$ cat src/rtl/microwave_cook_ctrl.sv
// -----------------------------------------------------------------------------
// microwave_cook_ctrl
//
// Cook-cycle controller for the microwave oven. Captures a cook time from the
// keypad and prescales the clock into one-second ticks. While the magnetron is
// enabled it counts the remaining seconds down. It also handles the door
// interlock, pause/resume, quick-add and the end-of-cycle beep.
//
// Parameters
//   TICKS_PER_SEC : clock cycles per cooking second (>= 2)
//   BEEP_CYC      : cycles the beep output stays high after completion (>= 1)
//   QUICK_ADD     : seconds added by start while cooking
//
// Ports
//   clk          in   system clock, rising edge
//   rst          in   asynchronous active-high reset
//   door_open    in   door level, 1 = open
//   load         in   pulse: capture time_in (clamped to 99) as cook time
//   time_in      in   requested seconds, 0..127
//   start        in   pulse: start/resume, or quick-add while cooking
//   cancel       in   pulse: pause when cooking, otherwise clear to idle
//   remaining    out  seconds left, 0..99 (registered)
//   magnetron_on out  high only while cooking (registered)
//   lamp_on      out  cooking or door open
//   beep         out  high while in DONE (registered)
//   state        out  IDLE=0, SET=1, COOK=2, PAUSE=3, DONE=4
// -----------------------------------------------------------------------------
module microwave_cook_ctrl #(
   parameter int unsigned TICKS_PER_SEC = 10,
   parameter int unsigned BEEP_CYC      = 5,
   parameter int unsigned QUICK_ADD     = 30
) (
   input  logic       clk,
   input  logic       rst,
   input  logic       door_open,
   input  logic       load,
   input  logic [6:0] time_in,
   input  logic       start,
   input  logic       cancel,
   output logic [6:0] remaining,
   output logic       magnetron_on,
   output logic       lamp_on,
   output logic       beep,
   output logic [2:0] state
);

   localparam int unsigned PW = $clog2(TICKS_PER_SEC);
   localparam int unsigned BW = $clog2(BEEP_CYC + 1);
   localparam int unsigned QA_CLAMP = (QUICK_ADD > 99) ? 99 : QUICK_ADD;

   localparam logic [PW-1:0] PRESC_LAST = PW'(TICKS_PER_SEC - 1);
   localparam logic [BW-1:0] BEEP_LAST  = BW'(BEEP_CYC - 1);
   localparam logic [7:0]    QADD       = 8'(QA_CLAMP);

   typedef enum logic [2:0] {
      ST_IDLE  = 3'd0,
      ST_SET   = 3'd1,
      ST_COOK  = 3'd2,
      ST_PAUSE = 3'd3,
      ST_DONE  = 3'd4
   } state_t;

   // Keypad entries above 99 seconds are treated as 99.
   function automatic logic [6:0] clamp99(input logic [6:0] t);
      if (t > 7'd99) begin
         return 7'd99;
      end else begin
         return t;
      end
   endfunction

   // Quick-add saturates at 99; the sum is formed in 8 bits so 99+99 cannot wrap.
   function automatic logic [6:0] sat_add(input logic [6:0] r);
      logic [7:0] sum;
      sum = {1'b0, r} + QADD;
      if (sum > 8'd99) begin
         return 7'd99;
      end else begin
         return sum[6:0];
      end
   endfunction

   state_t          state_q, state_d;
   logic [6:0]      rem_q, rem_d;
   logic [PW-1:0]   presc_q, presc_d;
   logic [BW-1:0]   beep_cnt_q, beep_cnt_d;
   logic            magnetron_q;
   logic            beep_q;

   logic            tick_s;
   logic [6:0]      time_clamped_s;
   logic [6:0]      rem_dec_s;

   // Next-state, remaining-time, prescaler and beep-counter logic.
   always_comb begin
      state_d        = state_q;
      rem_d          = rem_q;
      presc_d        = presc_q;
      beep_cnt_d     = '0;
      tick_s         = (presc_q == PRESC_LAST);
      time_clamped_s = clamp99(time_in);
      // The one-second decrement is applied before any quick-add on the same edge.
      if (tick_s && (rem_q != 7'd0)) begin
         rem_dec_s = rem_q - 7'd1;
      end else begin
         rem_dec_s = rem_q;
      end

      case (state_q)
         ST_IDLE: begin
            presc_d = '0;
            if (cancel) begin
               rem_d = 7'd0;
            end else if (load && (time_clamped_s != 7'd0)) begin
               state_d = ST_SET;
               rem_d   = time_clamped_s;
            end else begin
               rem_d = rem_q;
            end
         end

         ST_SET: begin
            presc_d = '0;
            if (cancel) begin
               state_d = ST_IDLE;
               rem_d   = 7'd0;
            end else if (start && !door_open) begin
               state_d = ST_COOK;
            end else if (load) begin
               if (time_clamped_s == 7'd0) begin
                  state_d = ST_IDLE;
                  rem_d   = 7'd0;
               end else begin
                  rem_d = time_clamped_s;
               end
            end else begin
               state_d = ST_SET;
            end
         end

         ST_COOK: begin
            if (cancel || door_open) begin
               // Pause holds both the prescaler and remaining time, even on a tick.
               state_d = ST_PAUSE;
            end else begin
               if (tick_s) begin
                  presc_d = '0;
               end else begin
                  presc_d = presc_q + 1'b1;
               end
               if (start) begin
                  // Quick-add also rescues the edge that would otherwise hit zero.
                  rem_d = sat_add(rem_dec_s);
               end else begin
                  rem_d = rem_dec_s;
                  if (rem_dec_s == 7'd0) begin
                     state_d = ST_DONE;
                  end else begin
                     state_d = ST_COOK;
                  end
               end
            end
         end

         ST_PAUSE: begin
            if (cancel) begin
               state_d = ST_IDLE;
               rem_d   = 7'd0;
               presc_d = '0;
            end else if (start && !door_open) begin
               state_d = ST_COOK;
            end else begin
               state_d = ST_PAUSE;
            end
         end

         ST_DONE: begin
            presc_d = '0;
            rem_d   = 7'd0;
            if (cancel || start) begin
               state_d = ST_IDLE;
            end else if (beep_cnt_q == BEEP_LAST) begin
               state_d = ST_IDLE;
            end else begin
               beep_cnt_d = beep_cnt_q + 1'b1;
            end
         end

         default: begin
            state_d = ST_IDLE;
            rem_d   = 7'd0;
            presc_d = '0;
         end
      endcase
   end

   // State register and registered outputs derived from the next state.
   always_ff @(posedge clk or posedge rst) begin
      if (rst) begin
         state_q     <= ST_IDLE;
         rem_q       <= 7'd0;
         presc_q     <= '0;
         beep_cnt_q  <= '0;
         magnetron_q <= 1'b0;
         beep_q      <= 1'b0;
      end else begin
         state_q     <= state_d;
         rem_q       <= rem_d;
         presc_q     <= presc_d;
         beep_cnt_q  <= beep_cnt_d;
         magnetron_q <= (state_d == ST_COOK);
         beep_q      <= (state_d == ST_DONE);
      end
   end

   assign remaining    = rem_q;
   assign magnetron_on = magnetron_q;
   assign beep         = beep_q;
   assign state        = state_q;
   // The lamp follows the door immediately so the user sees inside at once.
   assign lamp_on      = magnetron_q | door_open;

endmodule

$ cat config.mk
export PLATFORM = sky130hd
export DESIGN_NAME = microwave_cook_ctrl
export DESIGN_NICKNAME = d
export VERILOG_FILES = /design/src/rtl/microwave_cook_ctrl.sv
export SDC_FILE = /design/constraint.sdc
export NUM_CORES = 1
export LEC_CHECK = 0
export ABC_AREA = 1
export ABC_CLOCK_PERIOD_IN_PS = 5400
export BUFFER_PORTS_ARGS = -buffer_cell sky130_fd_sc_hd__buf_2
export CAP_MARGIN = 30
export CORE_UTILIZATION = 60
export CTS_CLUSTER_SIZE = 20
export DETAILED_ROUTE_END_ITERATION = 16
export GPL_ROUTABILITY_DRIVEN = 0
export PLACE_DENSITY = 0.92
export SETUP_SLACK_MARGIN = 0.02
export SLEW_MARGIN = 20
export SYNTH_ARGS = -nofsm -noshare
export SYNTH_HDL_FRONTEND = slang
export SYNTH_SLANG_ARGS = --single-unit
$ cat constraint.sdc
create_clock -name clk -period 5.4 [get_ports clk]
set_input_delay 0.54 -clock clk [delete_from_list [all_inputs] [get_ports clk]]
set_output_delay 0.54 -clock clk [all_outputs]
set_load 0.01 [all_outputs]
==> results of run 1 <==
sequential cells by signal (all words and copies together) (netlist names):
name and flops:
beep 1, beep_cnt_q 3, magnetron_on 1, presc_q 4, remaining 7, state 3
synth_stat cells:
library cell | n | share of area
a211oi_1 | 2 | 0.0095
a21oi_1 | 5 | 0.016
and2_2 | 1 | 0.0048
dfrtp_1 | 19 | 0.30
ha_1 | 7 | 0.055
inv_1 | 36 | 0.086
inv_2 | 4 | 0.0095
nand2_1 | 65 | 0.15
nand2_2 | 7 | 0.028
nand2_4 | 3 | 0.021
nand3_1 | 16 | 0.051
nand3_2 | 2 | 0.013
nand3_4 | 1 | 0.011
nand3b_1 | 2 | 0.0095
nand4_1 | 4 | 0.016
nor2_1 | 24 | 0.057
nor2_2 | 3 | 0.012
nor3_1 | 8 | 0.025
nor3_2 | 1 | 0.0063
nor4_1 | 2 | 0.0079
o21a_1 | 1 | 0.0048
o21ai_0 | 14 | 0.044
o21ai_2 | 2 | 0.011
o31ai_1 | 1 | 0.0048
or2_2 | 2 | 0.0079
xnor2_1 | 1 | 0.0055
xor2_1 | 5 | 0.028
stage by stage:
| step | cell area (um2) | util | setup WS (ps) |
|---|---|---|---|
| after CTS | 1768 | 0.7136 | 2741 |
| after global placement | 1742 | 0.7030 | 2901 |
| final | 1773 | 0.7157 | 2693 |
| after detailed placement | 1742 | 0.7030 | 2767 |
| after global routing | 1773 | 0.7157 | 2413 |
| after floorplan | 1579 | - | 2998 |
area by class of cell:
cell class,instances,area share
Multi-Input combinational cell,179,0.5378
Sequential cell,19,0.2682
Inverter,40,0.08469
Timing Repair Buffer,26,0.07339
Tap cell,30,0.02117
Clock buffer,4,0.01482
per-layer routing:
layer  routed length [um]  GRT usage
met2                 1841     0.5042
met1                 1663     0.3692
met3                  142    0.03736
met5                    0          0
met4                   59     0.1140
kinds of logic (layout without fill, tap and decap cells):
logic type / after synthesis / count (layout) / share of synthesized area
compound gates: 25 / 25 / 0.09033
flops: 19 / 19 / 0.3011
xor+xnor: 6 / 6 / 0.03328
fa+ha+maj: 7 / 7 / 0.05546
simple gates: 141 / 141 / 0.4247
buf+inv: 40 / 70 / 0.09508
how the worst max path moves through the flow:
| stage | startpoint | end | slack, ps | depth (start not counted) |
|---|---|---|---|---|
| after CTS | remaining[0]$_DFFE_PP0P_ | remaining[3]$_DFFE_PP0P_ | 2740 | 21 |
| after global placement | remaining[0]$_DFFE_PP0P_ | remaining[3]$_DFFE_PP0P_ | 2900 | 21 |
| after global routing | remaining[0]$_DFFE_PP0P_ | remaining[3]$_DFFE_PP0P_ | 2410 | 21 |
| final | remaining[0]$_DFFE_PP0P_ | remaining[1]$_DFFE_PP0P_ | 2690 | 20 |
| after floorplan | remaining[0]$_DFFE_PP0P_ | remaining[3]$_DFFE_PP0P_ | 3000 | 21 |
| after detailed placement | remaining[0]$_DFFE_PP0P_ | remaining[3]$_DFFE_PP0P_ | 2770 | 21 |
where the power goes:
part | total (uW) | switching (uW) | internal (uW)
logic | 561 | 363 | 198
clock network | 70.8 | 42.1 | 28.7
registers | 225 | 47.4 | 177
==> impl_metrics.json, run 1 <==
{
  "outcome": "finished clean",
  "synth_nets": 258,
  "setup_viol": 0,
  "cp_slowest_stage_delay_ps": 400,
  "nNetsFinal": 289,
  "rsz0062_at_grt": "false",
  "ys_warn_count": 0,
  "multi_input_area_um2": 953.4,
  "critPathSlowestCell": "dfrtp_1",
  "wl_per_cell_um": 12.43,
  "r2r-end": "remaining[1]$_DFFE_PP0P_",
  "cts_tree": "done",
  "p_leak_uw": 0.0009895,
  "fin_cells": 298,
  "syn_area_per_cell_um2": 6.635,
  "layout_commonest_cell": "nand2_1",
  "drive_gt1_frac": 0.2052,
  "cts_hold_buffers": 0,
  "dieArea_um2": 2841,
  "antennaDiodeCount": 0,
  "port-buffer-count": 25,
  "path_cells": "inv_1 -> ha_1 -> inv_1 -> nor2_1 -> nand3_4 -> nand2_4 -> nand2_1 -> nand2_1 -> inv_1 -> ha_1 -> nand3b_1 -> nand2_1 -> nor2_1 -> nand3_1 -> nand3_2 -> nand2_1 -> nor2_1 -> o21ai_0 -> nand2_1 -> nand2_1",
  "via_per_inst": 5.352,
  "tns_ps": 0,
  "coreArea_um2": 2477,
  "cap_violations": 0,
  "ys_seq_elements": 19,
  "timing.final.crit_period_ps": 2707,
  "remaining_drc_errors": 0,
  "fin_worst_hold_slack_ps": 344.4,
  "syn-instance-count": 238,
  "htree_levels": 1,
  "hpwl_um": 2851,
  "cp-end-kind": "register",
  "finClkSkew_ps": 2.948,
  "grtUsageTotal": 0.2941,
  "gr-total-overflow": 0,
  "fmax_mhz": 369.4,
  "required_ps": 5630,
  "place_inst": 293,
  "die_y_um": 53.30,
  "seq_area_um2": 475.5,
  "slew_viol_final": 0,
  "hold_class": "primary input to async pin",
  "ant_nets": 0,
  "syn_to_final_growth_pct": 12.28,
  "ff2ff_setup_slack_ps": 2690,
  "r2r_start": "remaining[0]$_DFFE_PP0P_",
  "path_clk_slew_ps": 110,
  "cts_resized": 0,
  "wl_um": 3705,
  "worstMarginPinSlew_ps": 714.1,
  "ys_seq_area_frac": 0.3011,
  "path_buf_inv": 3,
  "grt_pass1_wl_um": 6072,
  "clock-sinks": 19,
  "ctsRootBufferMaster": "clkbuf_4",
  "cp-start-kind": "register",
  "rows": 18,
  "ios": 26,
  "crit_family": "simple AND/OR/NAND/NOR gates",
  "finalPower_uw": 856.5,
  "finalHoldViolations": 0,
  "syn_area_um2": 1579,
  "worstPathArrival_ps": 2940,
  "clock_path_buffers": 2,
  "post_cts_buffers": 0,
  "fp.dieW_um": 53.30,
  "critPathMaxFanout": 9,
  "drt_iter0_drc": 43,
  "grt_pass1_vias": 1461,
  "dr.pass1.iters": 4,
  "irDropWorstVdd_v": 0.0003434,
  "start_util": 0.6374,
  "clock_latency_ps": 290,
  "num_vias": 1595,
  "layout_common_cells": "65 x nand2_1, 36 x inv_1, 25 x buf_2",
  "finalCritPeriodShare": 0.5014,
  "num-fill-cells": 219,
  "reg2reg_depth": 20,
  "max_slew_margin": 0.5234,
  "criticalPathCategory": "register to register",
  "antenna_found_initial": 0,
  "yosysUniqueCellTypes": 27,
  "numCtsBuffers": 3,
  "cpMostUsedCell": "nand2_1",
  "grt_max_degree": 20,
  "p_per_area_nw_per_um2": 483.1
}
No activity file was read; power rests on OpenSTA's default activity.
==> run 2: changes to the inputs <==
- ABC_CLOCK_PERIOD_IN_PS: 5400 -> 2800
- CORE_UTILIZATION: 60 -> 56
- PLACE_DENSITY: 0.92 -> 0.87
- clock period: 5.4 -> 2.8 ns (I/O delays scaled with it)
==> impl_metrics.json, run 2 (synthesis results as in run 1) <==
{
  "cp_slowest_stage_delay_ps": 450,
  "ctsRootBufferMaster": "clkbuf_4",
  "irDropWorstVdd_v": 0.0007309,
  "fmax_mhz": 391.2,
  "grt_max_degree": 20,
  "cpMostUsedCell": "nand2_1",
  "slew_viol_final": 0,
  "path_clk_slew_ps": 110,
  "finalHoldViolations": 0,
  "cts_tree": "done",
  "syn_to_final_growth_pct": 15.69,
  "setup_viol": 0,
  "required_ps": 3050,
  "criticalPathCategory": "register to register",
  "ant_nets": 0,
  "largest_register_ff_count": 7,
  "num_vias": 1666,
  "clock-sinks": 19,
  "hpwl_um": 2878,
  "start_util": 0.6150,
  "finalPower_uw": 1753,
  "cts_hold_buffers": 0,
  "grtUsageTotal": 0.2669,
  "nNetsFinal": 294,
  "fin_ws_ps": 244.0,
  "worstPathArrival_ps": 2810,
  "max_slew_margin": 0.5108,
  "layout_commonest_cell": "nand2_1",
  "post-place-ws_ps": 234.8,
  "via_per_inst": 5.498,
  "worstMarginPinSlew_ps": 733.0,
  "finClkSkew_ps": 1.382,
  "rows": 18,
  "wl_per_cell_um": 12.81,
  "outcome": "finished clean",
  "multi_input_area_um2": 964.7,
  "dpl_cell_area_um2": 1757,
  "hold_class": "primary input to async pin",
  "finalCritPeriodShare": 0.9129,
  "timing.final.crit_period_ps": 2556,
  "p_per_area_nw_per_um2": 959.4,
  "antennaDiodeCount": 0,
  "p_leak_uw": 0.001013,
  "cap_violations": 0,
  "drt_iter0_drc": 60,
  "fp.dieW_um": 55.10,
  "seq_area_um2": 476.7,
  "numCtsBuffers": 3,
  "die_y_um": 55.10,
  "htree_levels": 1,
  "fin_worst_hold_slack_ps": 75.54,
  "path_cells": "inv_1 -> ha_1 -> inv_1 -> nor2_2 -> nand3_4 -> nand2_8 -> nand2_1 -> nand2_1 -> inv_1 -> ha_1 -> nand3b_1 -> nand2_1 -> nor2_1 -> nand3_1 -> nand3_2 -> nand2_1 -> nor2_1 -> o21ai_0 -> nand2_1 -> nand2_1",
  "tns_ps": 0,
  "coreArea_um2": 2567,
  "clock_latency_ps": 300,
  "critPathMaxFanout": 9,
  "ios": 26,
  "dieArea_um2": 3036,
  "dr.pass1.iters": 4,
  "layout_common_cells": "65 x nand2_1, 35 x inv_1, 25 x buf_2",
  "port-buffer-count": 25,
  "num-fill-cells": 211,
  "cp-end-kind": "register",
  "antenna_found_initial": 0,
  "gr-total-overflow": 0,
  "cp-start-kind": "register",
  "drive_gt1_frac": 0.2344,
  "design_area_um2": 1827,
  "remaining_drc_errors": 0,
  "wl_um": 3880,
  "grt_pass1_vias": 1446,
  "grt_pass1_wl_um": 5796,
  "clock_path_buffers": 2,
  "critPathSlowestCell": "dfrtp_2"
}
run 2: area by class of cell:
class | instances | area share
tap | 30 | 0.02055
timing repair buffer | 31 | 0.09315
inverter | 40 | 0.08219
clock inverter | 1 | 0.002740
clock buffer | 3 | 0.01233
sequential | 19 | 0.2610
multi-input combinational | 179 | 0.5281
run 2: metal layers:
| metal | vias up | GRT usage | share of wire |
|---|---|---|---|
| met5 | - | 0 | 0 |
| met4 | 0 | 0.08333 | 0.016 |
| met3 | 10 | 0.06011 | 0.064 |
| met2 | 79 | 0.4518 | 0.50 |
| met1 | 753 | 0.3350 | 0.42 |
| li1 | 824 | - | - |
run 2: timing repair:
action,in CTS,in global routing
gates resized for setup,0,4
hold endpoints to repair,0,0
buffers inserted,0,4
endpoints found under the setup margin,0,7
run 2: through the flow:
step,util,instances
after floorplan,-,238
after global placement,0.6842,295
after detailed placement,0.6842,295
after CTS,0.6949,299
after global routing,0.7115,303
final,0.7115,303
run 2: worst paths after layout:
check / start / endpoint / slack [ps] / depth (start not counted)
min in group clk: time_in[5] / remaining[5]$_DFFE_PP0P_ / 300 / 5
worst max register to register: remaining[1]$_DFFE_PP0P_ / remaining[1]$_DFFE_PP0P_ / 240 / 20
worst min register to register: beep_cnt_q[0]$_DFF_PP0_ / beep_cnt_q[0]$_DFF_PP0_ / 470 / 1
max in group asynchronous: rst / remaining[1]$_DFFE_PP0P_ / 2220 / 2
worst min-delay path: rst / beep_cnt_q[0]$_DFF_PP0_ / 80 / 2
worst max-delay path: remaining[1]$_DFFE_PP0P_ / remaining[1]$_DFFE_PP0P_ / 240 / 20
run 2: worst max-delay path: cells and delay by family, from the launching register on:
family,cells,cell delay (ps)
buf+inv,3,220
flops,1,450
compound gates,1,160
simple gates,14,1340
fa+ha+maj,2,350
run 2: report_power, final:
part           total, uW  leakage [uW]  switching, uW  internal [uW]
Sequential           435      0.000255           92.0            343
Combinational       1170      0.000740            747            425
Clock                145     0.0000177           92.0           53.3
Total               1750       0.00101            931            821
==> run 3: changes to the inputs <==
- ABC_CLOCK_PERIOD_IN_PS: 2800 -> 2400
- CELL_PAD_IN_SITES_DETAIL_PLACEMENT: default -> 1
- CELL_PAD_IN_SITES_GLOBAL_PLACEMENT: default -> 2
- CORE_UTILIZATION: 56 -> 30
- PLACE_DENSITY: 0.87 -> 0.86
- clock period: 2.8 -> 2.4 ns (I/O delays scaled with it)
==> impl_metrics.json, run 3 (synthesis results as in run 1) <==
{
  "timing.final.crit_period_ps": 2328,
  "largest_register_ff_count": 7,
  "fin_worst_hold_slack_ps": 108.0,
  "cts_hold_buffers": 0,
  "irDropWorstVdd_v": 0.0003734,
  "path_clk_slew_ps": 70,
  "wl_um": 5031,
  "utilization": 0.4243,
  "power_frac_comb": 0.726,
  "dpl_cell_area_um2": 1917,
  "cap_violations": 0,
  "grtUsageTotal": 0.1867,
  "pwr-share-clk": 0.090,
  "path_buf_inv": 3,
  "switchingPower_uw": 1270,
  "drt_iter0_drc": 41,
  "antenna_found_initial": 0,
  "dieArea_um2": 5558,
  "grt_pass1_vias": 1731,
  "fp.dieW_um": 74.55,
  "required_ps": 2550,
  "syn_to_final_growth_pct": 36.37,
  "ant_nets": 0,
  "cts_tree": "done",
  "critPathMaxFanout": 4,
  "seqPwrFrac": 0.184,
  "numCtsBuffers": 3,
  "finalHoldViolations": 0,
  "outcome": "finished clean",
  "design_area_um2": 2153,
  "path_cells": "inv_2 -> ha_4 -> inv_2 -> nor2_4 -> nand3_4 -> buf_4 -> nand4_1 -> xor2_1 -> nand2_1 -> nand2_2 -> nand3_4 -> nand2_2 -> nand2_2 -> nand2_1 -> o21ai_1 -> nand2_1 -> nand2_1",
  "clock_path_buffers": 2,
  "wl_per_cell_um": 13.94,
  "start_util": 0.3111,
  "worstPathArrival_ps": 2480,
  "grt_max_degree": 20,
  "drive_gt1_frac": 0.3608,
  "remaining_drc_errors": 0,
  "worstMarginPinSlew_ps": 760.6,
  "die_y_um": 74.55,
  "dr.pass1.iters": 4,
  "grt_pass1_wl_um": 7831,
  "hpwl_um": 3927,
  "ios": 26,
  "place_inst": 348,
  "p_leak_uw": 0.001134,
  "rows": 26,
  "nNetsFinal": 312,
  "hold_class": "primary input to async pin",
  "rsz0062_at_grt": "true",
  "ctsRootBufferMaster": "clkbuf_8",
  "p_per_area_nw_per_um2": 1167,
  "num-fill-cells": 684,
  "cpMostUsedCell": "nand2_1",
  "p_int_uw": 1242,
  "finClkSkew_ps": 0.8938,
  "htree_levels": 1,
  "switching_share": 0.5057,
  "fin_cells": 361,
  "finalCritPeriodShare": 0.9699,
  "clock-sinks": 19,
  "num_vias": 1693,
  "criticalPathCategory": "register to register",
  "antennaDiodeCount": 0,
  "layout_commonest_cell": "nand2_1",
  "clock_latency_ps": 250,
  "cp-start-kind": "register",
  "max_slew_margin": 0.4924,
  "layout_common_cells": "58 x nand2_1, 30 x inv_1, 25 x buf_2",
  "setup_viol": 0,
  "fmax_mhz": 429.6,
  "slew_viol_final": 0,
  "cp-end-kind": "register",
  "coreArea_um2": 5075,
  "crit_family": "simple AND/OR/NAND/NOR gates",
  "via_per_inst": 4.690,
  "cp_slowest_stage_delay_ps": 390,
  "port-buffer-count": 25,
  "critPathSlowestCell": "dfrtp_1",
  "gr-total-overflow": 0,
  "ff2ff_setup_slack_ps": 70
}
-- run 3: changes by cell type in the layout (fill, tap and decap cells not counted), sizes merged --
| cell | previous run | this run |
|---|---|---|
| buf | 31 | 49 |
-- run 3: final timing paths --
| kind | cells after the start | end | startpoint |
|---|---|---|---|
| max in group asynchronous | 2 | remaining[0]$_DFFE_PP0P_ | rst |
| worst max-delay path | 17 | remaining[3]$_DFFE_PP0P_ | remaining[0]$_DFFE_PP0P_ |
| worst min register to register | 1 | beep_cnt_q[0]$_DFF_PP0_ | beep_cnt_q[0]$_DFF_PP0_ |
| worst max register to register | 17 | remaining[3]$_DFFE_PP0P_ | remaining[0]$_DFFE_PP0P_ |
| min in group clk | 5 | remaining[5]$_DFFE_PP0P_ | time_in[5] |
| worst min-delay path | 2 | presc_q[0]$_DFFE_PP0P_ | rst |
-- run 3: layer usage --
metal | up-vias | part of all wire | track usage
met5 | - | 0 | 0
li1 | 858 | - | -
met4 | 0 | 0.0040 | 0.02516
met3 | 4 | 0.016 | 0.01220
met1 | 813 | 0.45 | 0.2306
met2 | 18 | 0.53 | 0.3604
-- run 3: through the flow --
stage / power [uW] / worst slack, ps / TNS, ps
6_report: 2512 / 72.22 / 0
5_1_grt: 2764 / -126.7 / -713.5
4_1_cts: 2275 / 20.01 / 0
3_5_place_dp: 1977 / -74.46 / -284.5
3_3_place_gp: 1940 / 17.80 / 0
2_1_floorplan: 1448 / 50.39 / 0
-- run 3: timing repair --
| item | in CTS | in global routing |
|---|---|---|
| gates resized for setup | 8 | 28 |
| buffers inserted | 3 | 6 |
| setup endpoints to repair | 8 | 9 |
| pin swaps | 8 | 18 |
-- run 3: power by group through the flow --
stage	combinational, uW	sequential, uW	clock, uW
2_1_floorplan	925	523	0
3_5_place_dp	1510	465	0
6_report	1820	462	225
4_1_cts	1580	460	236
3_3_place_gp	1480	459	0
5_1_grt	2050	470	248
-- run 3: area by class of cell --
cell class / count / area [um2] / area share
tap: 70 / 87.58 / 0.04067
multi-input combinational: 179 / 1076 / 0.4997
sequential: 19 / 475.5 / 0.2208
clock inverter: 1 / 5.005 / 0.002324
inverter: 40 / 150.1 / 0.06973
timing repair buffer: 49 / 317.8 / 0.1476
clock buffer: 3 / 41.29 / 0.01917
